## config.mk

```make
export PLATFORM = sky130hd
export DESIGN_NAME = stb_seq_ctrl
export DESIGN_NICKNAME = d
export VERILOG_FILES = /design/src/rtl/stb_seq_pkg.sv /design/src/rtl/stb_seq_timer.sv /design/src/rtl/stb_seq_ctrl.sv
export SDC_FILE = /design/constraint.sdc
export NUM_CORES = 1
export LEC_CHECK = 0
export CORE_MARGIN = 4
export CORE_UTILIZATION = 40
export CTS_CLUSTER_SIZE = 10
export DETAILED_ROUTE_END_ITERATION = 16
export DONT_BUFFER_PORTS = 1
export PLACE_DENSITY = 0.67
export SLEW_MARGIN = 40
export SYNTH_ARGS = -nofsm -noshare
export SYNTH_HDL_FRONTEND = slang
export SYNTH_SLANG_ARGS = --single-unit
```

## constraint.sdc

```tcl
create_clock -name clk_i -period 3 [get_ports clk_i]
set_input_delay 0.6 -clock clk_i [delete_from_list [all_inputs] [get_ports clk_i]]
set_output_delay 0.6 -clock clk_i [all_outputs]
set_load 0.01 [all_outputs]
```

## src/rtl/stb_seq_pkg.sv

```systemverilog
// Shared types for the strobe-channel sequencer.
//   state_e  : sequencer FSM states
//   status_e : 2-bit completion code reported on status_o
package stb_seq_pkg;

  typedef enum logic [2:0] {
    IDLE,
    ARM,
    WAIT_DROP,
    WAIT_RDY,
    RUN,
    FINISH
  } state_e;

  typedef enum logic [1:0] {
    ST_OK      = 2'd0,
    ST_ERR_DET = 2'd1,
    ST_TIMEOUT = 2'd2,
    ST_ABORTED = 2'd3
  } status_e;

endpackage

```

## src/rtl/stb_seq_timer.sv

```systemverilog
// Wait-phase timer for the strobe-channel sequencer.
//   clk_i/arst_i : clock, async active-high reset
//   clr_i        : synchronous clear (wins over en_i)
//   en_i         : count enable; the counter saturates at all-ones
//   timeout_i    : limit in cycles, 0 disables expiry
//   expire_o     : high while cnt == timeout_i-1 (and timeout_i != 0)
module stb_seq_timer #(
  parameter int unsigned TO_WIDTH = 24
) (
  input  logic                clk_i,
  input  logic                arst_i,
  input  logic                clr_i,
  input  logic                en_i,
  input  logic [TO_WIDTH-1:0] timeout_i,
  output logic                expire_o
);

  logic [TO_WIDTH-1:0] cnt_q;

  always_ff @(posedge clk_i or posedge arst_i) begin
    if (arst_i) begin
      cnt_q <= '0;
    end else if (clr_i) begin
      cnt_q <= '0;
    end else if (en_i && (cnt_q != '1)) begin
      cnt_q <= cnt_q + TO_WIDTH'(1);
    end
  end

  assign expire_o = (timeout_i != '0) && (cnt_q == (timeout_i - TO_WIDTH'(1)));

endmodule

```

## src/rtl/stb_seq_ctrl.sv

```systemverilog
// Sequencer for one strobe-generator channel.
// Start -> pulse run_det -> wait for rdy to drop and return -> enable the
// strobe output for exactly N strobes -> report done + status.
//   start_i/abort_i   : software control (start only sampled in IDLE)
//   n_stb_i/timeout_i : latched on accepted start
//   rdy_i/err_i/stb_i : generator status and gated strobe
//   run_det_o/oe_o    : generator control
//   busy_o/done_o/status_o/stb_cnt_o : sequence reporting
// All outputs are registered from the next-state decode.
module stb_seq_ctrl
  import stb_seq_pkg::*;
#(
  parameter int unsigned N_WIDTH  = 16,
  parameter int unsigned TO_WIDTH = 24
) (
  input  logic                clk_i,
  input  logic                arst_i,
  input  logic                start_i,
  input  logic                abort_i,
  input  logic [N_WIDTH-1:0]  n_stb_i,
  input  logic [TO_WIDTH-1:0] timeout_i,
  input  logic                rdy_i,
  input  logic                err_i,
  input  logic                stb_i,
  output logic                run_det_o,
  output logic                oe_o,
  output logic                busy_o,
  output logic                done_o,
  output logic [1:0]          status_o,
  output logic [N_WIDTH-1:0]  stb_cnt_o
);

  state_e              state_q, state_d;
  status_e             fin_status;
  status_e             status_q;
  logic [N_WIDTH-1:0]  n_q, cnt_q, cnt_d;
  logic [TO_WIDTH-1:0] to_q;
  logic                stb_q;
  logic                run_det_q, oe_q, busy_q, done_q;
  logic                run_det_d, oe_d, busy_d, done_d;
  logic                start_acc, stb_rise, cnt_hit;
  logic                tmr_clr, tmr_exp;

  assign start_acc = (state_q == IDLE) && start_i;
  assign stb_rise  = (state_q == RUN) && stb_i && !stb_q;
  assign cnt_d     = (stb_rise && (cnt_q != '1)) ? cnt_q + N_WIDTH'(1) : cnt_q;
  assign cnt_hit   = stb_rise && (cnt_d == n_q);

  // Timer restarts at the beginning of every wait phase and after each strobe.
  assign tmr_clr = start_acc || stb_rise ||
                   ((state_d != state_q) && (state_d inside {WAIT_DROP, WAIT_RDY, RUN}));

  stb_seq_timer #(
    .TO_WIDTH (TO_WIDTH)
  ) u_timer (
    .clk_i     (clk_i),
    .arst_i    (arst_i),
    .clr_i     (tmr_clr),
    .en_i      (state_q != IDLE),
    .timeout_i (to_q),
    .expire_o  (tmr_exp)
  );

  // State register
  always_ff @(posedge clk_i or posedge arst_i) begin
    if (arst_i) state_q <= IDLE;
    else        state_q <= state_d;
  end

  // Next-state logic; priority abort > err > timeout > progress
  always_comb begin
    state_d    = state_q;
    fin_status = ST_OK;
    unique case (state_q)
      IDLE: if (start_i) state_d = ARM;
      ARM: begin
        if (abort_i) begin
          state_d = FINISH; fin_status = ST_ABORTED;
        end else begin
          state_d = WAIT_DROP;
        end
      end
      WAIT_DROP: begin
        if (abort_i) begin
          state_d = FINISH; fin_status = ST_ABORTED;
        end else if (tmr_exp) begin
          state_d = FINISH; fin_status = ST_TIMEOUT;
        end else if (!rdy_i) begin
          state_d = WAIT_RDY;
        end
      end
      WAIT_RDY: begin
        if (abort_i) begin
          state_d = FINISH; fin_status = ST_ABORTED;
        end else if (rdy_i && err_i) begin
          state_d = FINISH; fin_status = ST_ERR_DET;
        end else if (tmr_exp) begin
          state_d = FINISH; fin_status = ST_TIMEOUT;
        end else if (rdy_i) begin
          state_d = (n_q == '0) ? FINISH : RUN;
        end
      end
      RUN: begin
        if (abort_i) begin
          state_d = FINISH; fin_status = ST_ABORTED;
        end else if (err_i) begin
          state_d = FINISH; fin_status = ST_ERR_DET;
        end else if (tmr_exp) begin
          state_d = FINISH; fin_status = ST_TIMEOUT;
        end else if (cnt_hit) begin
          state_d = FINISH;
        end
      end
      FINISH:  state_d = IDLE;
      default: state_d = IDLE;
    endcase
  end

  // Output decode from next state, registered below
  always_comb begin
    run_det_d = (state_d == ARM);
    oe_d      = (state_d == RUN);
    busy_d    = (state_d != IDLE);
    done_d    = (state_d == FINISH);
  end

  always_ff @(posedge clk_i or posedge arst_i) begin
    if (arst_i) begin
      run_det_q <= 1'b0;
      oe_q      <= 1'b0;
      busy_q    <= 1'b0;
      done_q    <= 1'b0;
      status_q  <= ST_OK;
      n_q       <= '0;
      to_q      <= '0;
      cnt_q     <= '0;
      stb_q     <= 1'b0;
    end else begin
      run_det_q <= run_det_d;
      oe_q      <= oe_d;
      busy_q    <= busy_d;
      done_q    <= done_d;
      stb_q     <= stb_i;
      if (start_acc) begin
        n_q      <= n_stb_i;
        to_q     <= timeout_i;
        cnt_q    <= '0;
        status_q <= ST_OK;
      end else begin
        cnt_q <= cnt_d;
        if (state_d == FINISH) status_q <= fin_status;
      end
    end
  end

  assign run_det_o = run_det_q;
  assign oe_o      = oe_q;
  assign busy_o    = busy_q;
  assign done_o    = done_q;
  assign status_o  = status_q;
  assign stb_cnt_o = cnt_q;

endmodule

```

### Word-level counts from Yosys, hierarchy flattened

Index checks and enable logic that the tools add are counted.

| cells by class | value |
|---|---|
| reduce and logical (&&, ||, !) cells | 20 |
| equality and inequality tests | 14 |
| mux-type cells | 29 |
| $lt $le $gt $ge | 0 |
| bitwise gates (word level) | 0 |
| multiply operators | 0 |
| divide/modulo/power cells | 0 |
| add/sub/neg operators | 3 |
| shift-type cells | 0 |

Operator list:

| cell | number |
|---|---|
| two-way mux 24 bit | 2 |
| two-way mux 3 bit | 13 |
| two-way mux 16 bit | 2 |
| adder 24 x 1 -> 24 bit, second input constant | 1 |
| equality test 24 bit | 1 |
| inequality test 24 bit, second input constant | 1 |
| nonzero test 24 bit | 1 |
| subtractor 24 x 1 -> 24 bit, second input constant | 1 |
| two-way mux 2 bit | 9 |
| adder 16 x 1 -> 16 bit, second input constant | 1 |
| equality test 16 bit | 1 |
| zero test 16 bit | 1 |
| inequality test 16 bit, second input constant | 1 |
| one-hot mux 3 bit (5 select lines) | 1 |
| equality test 3 x 2 -> 1 bit, second input constant | 4 |
| equality test 3 bit, second input constant | 3 |
| logical AND 1 bit | 9 |
| nonzero test 3 bit | 3 |
| one-hot mux 2 bit (4 select lines) | 1 |
| equality test 3 x 1 -> 1 bit, second input constant | 2 |
| nonzero test 2 bit | 2 |
| zero test 3 bit | 1 |
| inequality test 3 bit | 1 |
| logical OR 1 bit | 2 |
| other kinds (2) | 2 |

| word-level totals | value |
|---|---|
| memories kept | 0 |
| bits in latches | 0 |
| output and inout bits | 22 |
| bits in read-only memories | 0 |
| logic and storage cells | 77 |
| RAM bits | 0 |
| input port bits | 47 |
| register bits | 90 |

### Longest topological paths before layout

| depth | value |
|---|---|
| depth in word-level cells | 17 |
| depth in mapped cells | 12 |
| depth with buffers taken out | 11 |

### Cells and area by module

From an unflattened synthesis, not the netlist that was laid out.

| unflattened totals | value |
|---|---|
| cell total of the unflattened synthesis | 590 |
| area total of the unflattened synthesis | 5,701.7 sq um |

By module, submodules not included:

| module | times used | area each (sq um) | sequential area each (sq um) | cells each |
|---|---|---|---|---|
| stb_seq_ctrl | 1 | 3,624.7 | 1,651.6 | 340 |
| stb_seq_timer | 1 | 2,077.0 | 600.6 | 250 |

### Worst setup path after synthesis

OpenSTA, ideal clock, no wires.

| timing path | value |
|---|---|
| path kind | register to register |
| start | reg to_q[13] |
| end | reg u_timer.cnt_q[0] |
| cell stages (with the launch flop) | 10 |
| data required time | 2.881 ns |
| setup time | 0.119 ns |
| path slack | -0.162 ns |
| arrival time | 3.043 ns |
| clock period less this slack | 3.162 ns |
| path buffers | 1 |
| path through | dfrtp_1 -> or3_4 -> or3_4 -> or4_4 -> a2111oi_2 -> a41oi_2 -> a32o_1 -> o221ai_4 -> buf_6 -> nor2_2 |

| between the ends | value |
|---|---|
| longest elaborated chain between the ends | 12 |
| elaborated cells on any way between the ends | 22 |
| those cells by class | 1 x add/sub; 5 x eq/ne; 10 x mux; 6 x reduce/logical |

RTL lines:

| element | RTL line | RTL |
|---|---|---|
| start: declaration | stb_seq_ctrl.sv:37 | `logic [TO_WIDTH-1:0] to_q;` |
| start signal: assignment | stb_seq_ctrl.sv:146 | `to_q <= timeout_i;` |
| subtractor 24 x 1 -> 24 bit | stb_seq_timer.sv:30 | `assign expire_o = (timeout_i != '0) && (cnt_q == (timeout_i - TO_WIDTH'(1)));` |
| equality test 24 bit | stb_seq_timer.sv:30 |  |
| logical AND 1 bit * | stb_seq_timer.sv:30 |  |
| two-way mux 3 bit, on equally long branches | stb_seq_ctrl.sv:108, stb_seq_ctrl.sv:97 |  |
| two-way mux 3 bit, on equally long branches | stb_seq_ctrl.sv:106, stb_seq_ctrl.sv:95 |  |
| two-way mux 3 bit, on equally long branches | stb_seq_ctrl.sv:104, stb_seq_ctrl.sv:93 |  |
| one-hot mux 3 bit (5 select lines) * | stb_seq_ctrl.sv:74 | `unique case (state_q)` |
| equality test 3 x 2 -> 1 bit or equality test 3 bit (tied branches) | stb_seq_ctrl.sv:51 | `((state_d != state_q) && (state_d inside {WAIT_DROP, WAIT_RDY, RUN}));` |
| nonzero test 3 bit | stb_seq_ctrl.sv:51 |  |
| logical AND 1 bit * | stb_seq_ctrl.sv:51 |  |
| logical OR 1 bit * | stb_seq_ctrl.sv:50 | `assign tmr_clr = start_acc \|\| stb_rise \|\|` |
| two-way mux 24 bit or nonzero test 2 bit (tied branches) | - |  |
| end signal: assignment | stb_seq_timer.sv:26 | `cnt_q <= cnt_q + TO_WIDTH'(1);` |
| end: declaration | stb_seq_timer.sv:18 | `logic [TO_WIDTH-1:0] cnt_q;` |

Mark *: on every way between the ends. The rest lies on a longest branch, timed or not.
A chain may end at the register's enable or synchronous reset.

### Worst setup path in the final report

| timing path | value |
|---|---|
| start | reg to_q[13] |
| end | reg u_timer.cnt_q[20] |

The elaborated chain is that of the path after synthesis.

==> impl_metrics.py <==
metrics = {
    "detailed_routing": {
        "first_pass_iters": 6,
        "route.detailed.drc": 0,
        "dr_total_vias": 4771,
        "viasPerCell": 5.693,
        "drt_iter0_drc": 252,
        "ant_nets": 0,
        "wl_per_cell_um": 18.33,
        "wl_um": 15360,
    },
    "floorplanning": {
        "io-pin-count": 69,
        "rows": 43,
        "die_width_um": 126.4,
        "core_um2": 13830,
        "start_util_pct": 40.56,
        "die_area_um2": 15980,
        "die_h_um": 126.4,
    },
    "timing": {
        "tightest_slew_ns": 0.7510,
        "max_freq_mhz": 302.7,
        "period_share_pct": 110.1,
        "rsz0062_at_grt": "yes",
        "finalClockSkew_ns": 0.009158,
        "finalMaxSlewViolations": 0,
        "setup_ws_ns": -0.3034,
        "tns_ns": -7.877,
        "setup_viol": 32,
        "slew_headroom_pct": 49.94,
        "hold_viol": 0,
        "fin_crit_ns": 3.303,
    },
    "cells_and_area": {
        "stdcell_count": 838,
        "antennaDiodeCount": 0,
        "num-nets-final": 703,
        "design_area_um2": 6967,
        "finalCoreUtilization_pct": 50.38,
        "drive_above_1_share_pct": 31.46,
        "syn_to_final_growth_pct": 24.23,
    },
    "clocking": {
        "hold_buffers": 0,
        "max-clock-path-buffers": 2,
        "cts-htree-levels": 3,
        "clock_latency_ns": 0.36,
        "cts_sinks": 90,
        "cts_made_buffers": 9,
        "clkSlewWorstSetupHoldPaths_ns": 0.07,
        "cts_tree": "yes",
        "cts-root-buf": "clkbuf_16",
    },
    "worst_setup_path": {
        "cp.required_ns": 3.24,
        "cp_max_fo": 19,
        "arrival_ns": 3.54,
        "crit_type": "reg -> reg",
        "critPathCaptureType": "flip-flop",
        "cp-start-kind": "flip-flop",
    },
    "synth": {
        "synth_cell_types": 72,
        "synth-warning-count": 0,
        "ys_ff_latch": 90,
        "syn-mean-instance-area_um2": 9.719,
        "synth_edf_count": 0,
        "synth_top_area_share_pct": 40.16,
        "netlist_instances": 577,
        "syn_area_um2": 5608,
        "synth_area_leader_cell": "dfrtp_1",
        "synth_nets": 627,
        "synth-main-ff-cell": "dfrtp_1",
        "synth.area.top_cells": "dfrtp_1, xnor2_1, mux2_2",
        "ys_async_sr_fraction_pct": 100.0,
        "yosys.cell_count.top_type": "dfrtp_1",
        "yosysSeqAreaShare_pct": 40.16,
        "synth_common_cells": "dfrtp_1, xnor2_1, nor2_1, mux2_2, nand2_1",
    },
    "placement": {
        "dp_hpwl_um": 11230,
        "numPortBuffers": 0,
        "gp_congestion": 0.9047,
        "placedInstanceArea_um2": 6407,
        "dp_cells": 811,
        "pre_cts_ws_ns": -0.2189,
    },
    "grt": {
        "grt_max_degree": 91,
        "grt_pass1_wl_um": 24900,
        "overflow": 0,
        "grt.total_usage_pct": 19.23,
        "antenna_found_initial": 0,
        "grt_pass1_vias": 5068,
    },
    "job": {
        "max-cap-violations": 0,
    },
    "power": {
        "pwr_density_cell_nw_per_um2": 899.4,
        "leakage_nw": 2.765,
        "vdd_drop_max_v": 0.0005619,
    },
    "worst_hold_path": {
        "holdCritPathClass": "in -> async",
    },
    "run_status": {
        "violations": "negative setup slack",
        "status": "finished with violations",
    },
}
per-stage QoR:
stage,hold slack (ns),power [mW]
2_1_floorplan,0.5146,3.818
3_3_place_gp,0.5467,4.678
3_5_place_dp,0.5585,4.789
4_1_cts,0.2565,6.162
5_1_grt,0.2568,6.653
6_report,0.2406,6.266
path summary, 6_finish.rpt:
| check | startpoint | endpoint | slack (ns) | depth (start not counted) |
|---|---|---|---|---|
| worst min register to register | status_o[0] | status_o[0] | 0.56 | 1 |
| max in group asynchronous | arst_i | to_q[16] | 2.40 | 2 |
| worst min-delay path | arst_i | stb_q | 0.24 | 2 |
| min in group clk_i | stb_i | stb_q | 0.27 | 0 |
| worst max-delay path | to_q[13] | u_timer.cnt_q[20] | -0.30 | 9 |
| worst max register to register | to_q[13] | u_timer.cnt_q[20] | -0.30 | 9 |
routing by layer:
metal  up-vias  share of wire [%]  GRT usage (%)
li1       2236                  -              -
met1      2358                 41          22.92
met2       143                 51          32.78
met3        34                5.6          4.674
met4         0                2.4          8.770
met5         -                  0              0
flip-flops by register name (all words and copies together), names as in the netlist:
register,flops
busy_o,1
done_o,1
n_q,16
oe_o,1
run_det_o,1
state_q,3
status_o,2
stb_cnt_o,16
stb_q,1
to_q,24
u_timer.cnt_q,24
power breakdown:
part,internal [mW],switching [mW],total [mW]
combinational,1.48,1.55,3.04
clock,0.754,0.505,1.26
sequential,1.58,0.394,1.97
layout by cell type (no fill, tap or decap), types with 4 or more instances in the layout:
master     count
xor2_1        25
nor4_2         4
nand2_1       30
clkbuf_16      9
xnor2_1       60
mux2_2        36
nor4_4         4
nor3_1        17
inv_1         17
and4_1        12
buf_6          4
nor2_2        20
nand2b_1       4
dfrtp_1       90
and3_1         6
buf_4         88
a21oi_1        9
nand4_1       18
or3_4          5
o21ai_0       18
nor2_1        48
o211ai_1       5
a31oi_1        5
nand3_1       23
nor4_1         9
cell type report:
class | instances | area, um^2
clock buffers | 10 | 239.0
clock inverters | 6 | 90.09
fillers | 1244 | 6860
inverters | 19 | 72.57
multi-input cells | 439 | 3342
flip-flops and latches | 90 | 2252
well taps | 180 | 225.2
repair buffers | 94 | 745.7
what timing repair did:
action                     CTS  global route
gates resized for setup     10            17
hold endpoints to repair     0             0
setup buffers                7             5
pin swaps                    5            13
setup endpoints to repair   30            32
cell families after synthesis:
group,synth area share [%]
AND/OR/NAND/NOR,24.45
flip-flops,40.16
XOR/XNOR,13.83
AO/OA/AOI/OAI,9.572
buffers and inverters,3.547
multiplexers,7.764
adder cells (fa/ha/maj),0.6694
critical path: stages, from the launching register on:
cell and delay, ns:
dfrtp_1 0.40, or3_4 0.40, or3_4 0.37, or4_4 0.56, a2111oi_4 0.39, a41oi_4 0.22, a32o_2 0.34, o221ai_4 0.21
buf_12 0.21, nor2_1 0.07
Note: power is estimated with default switching activity, not from simulation.
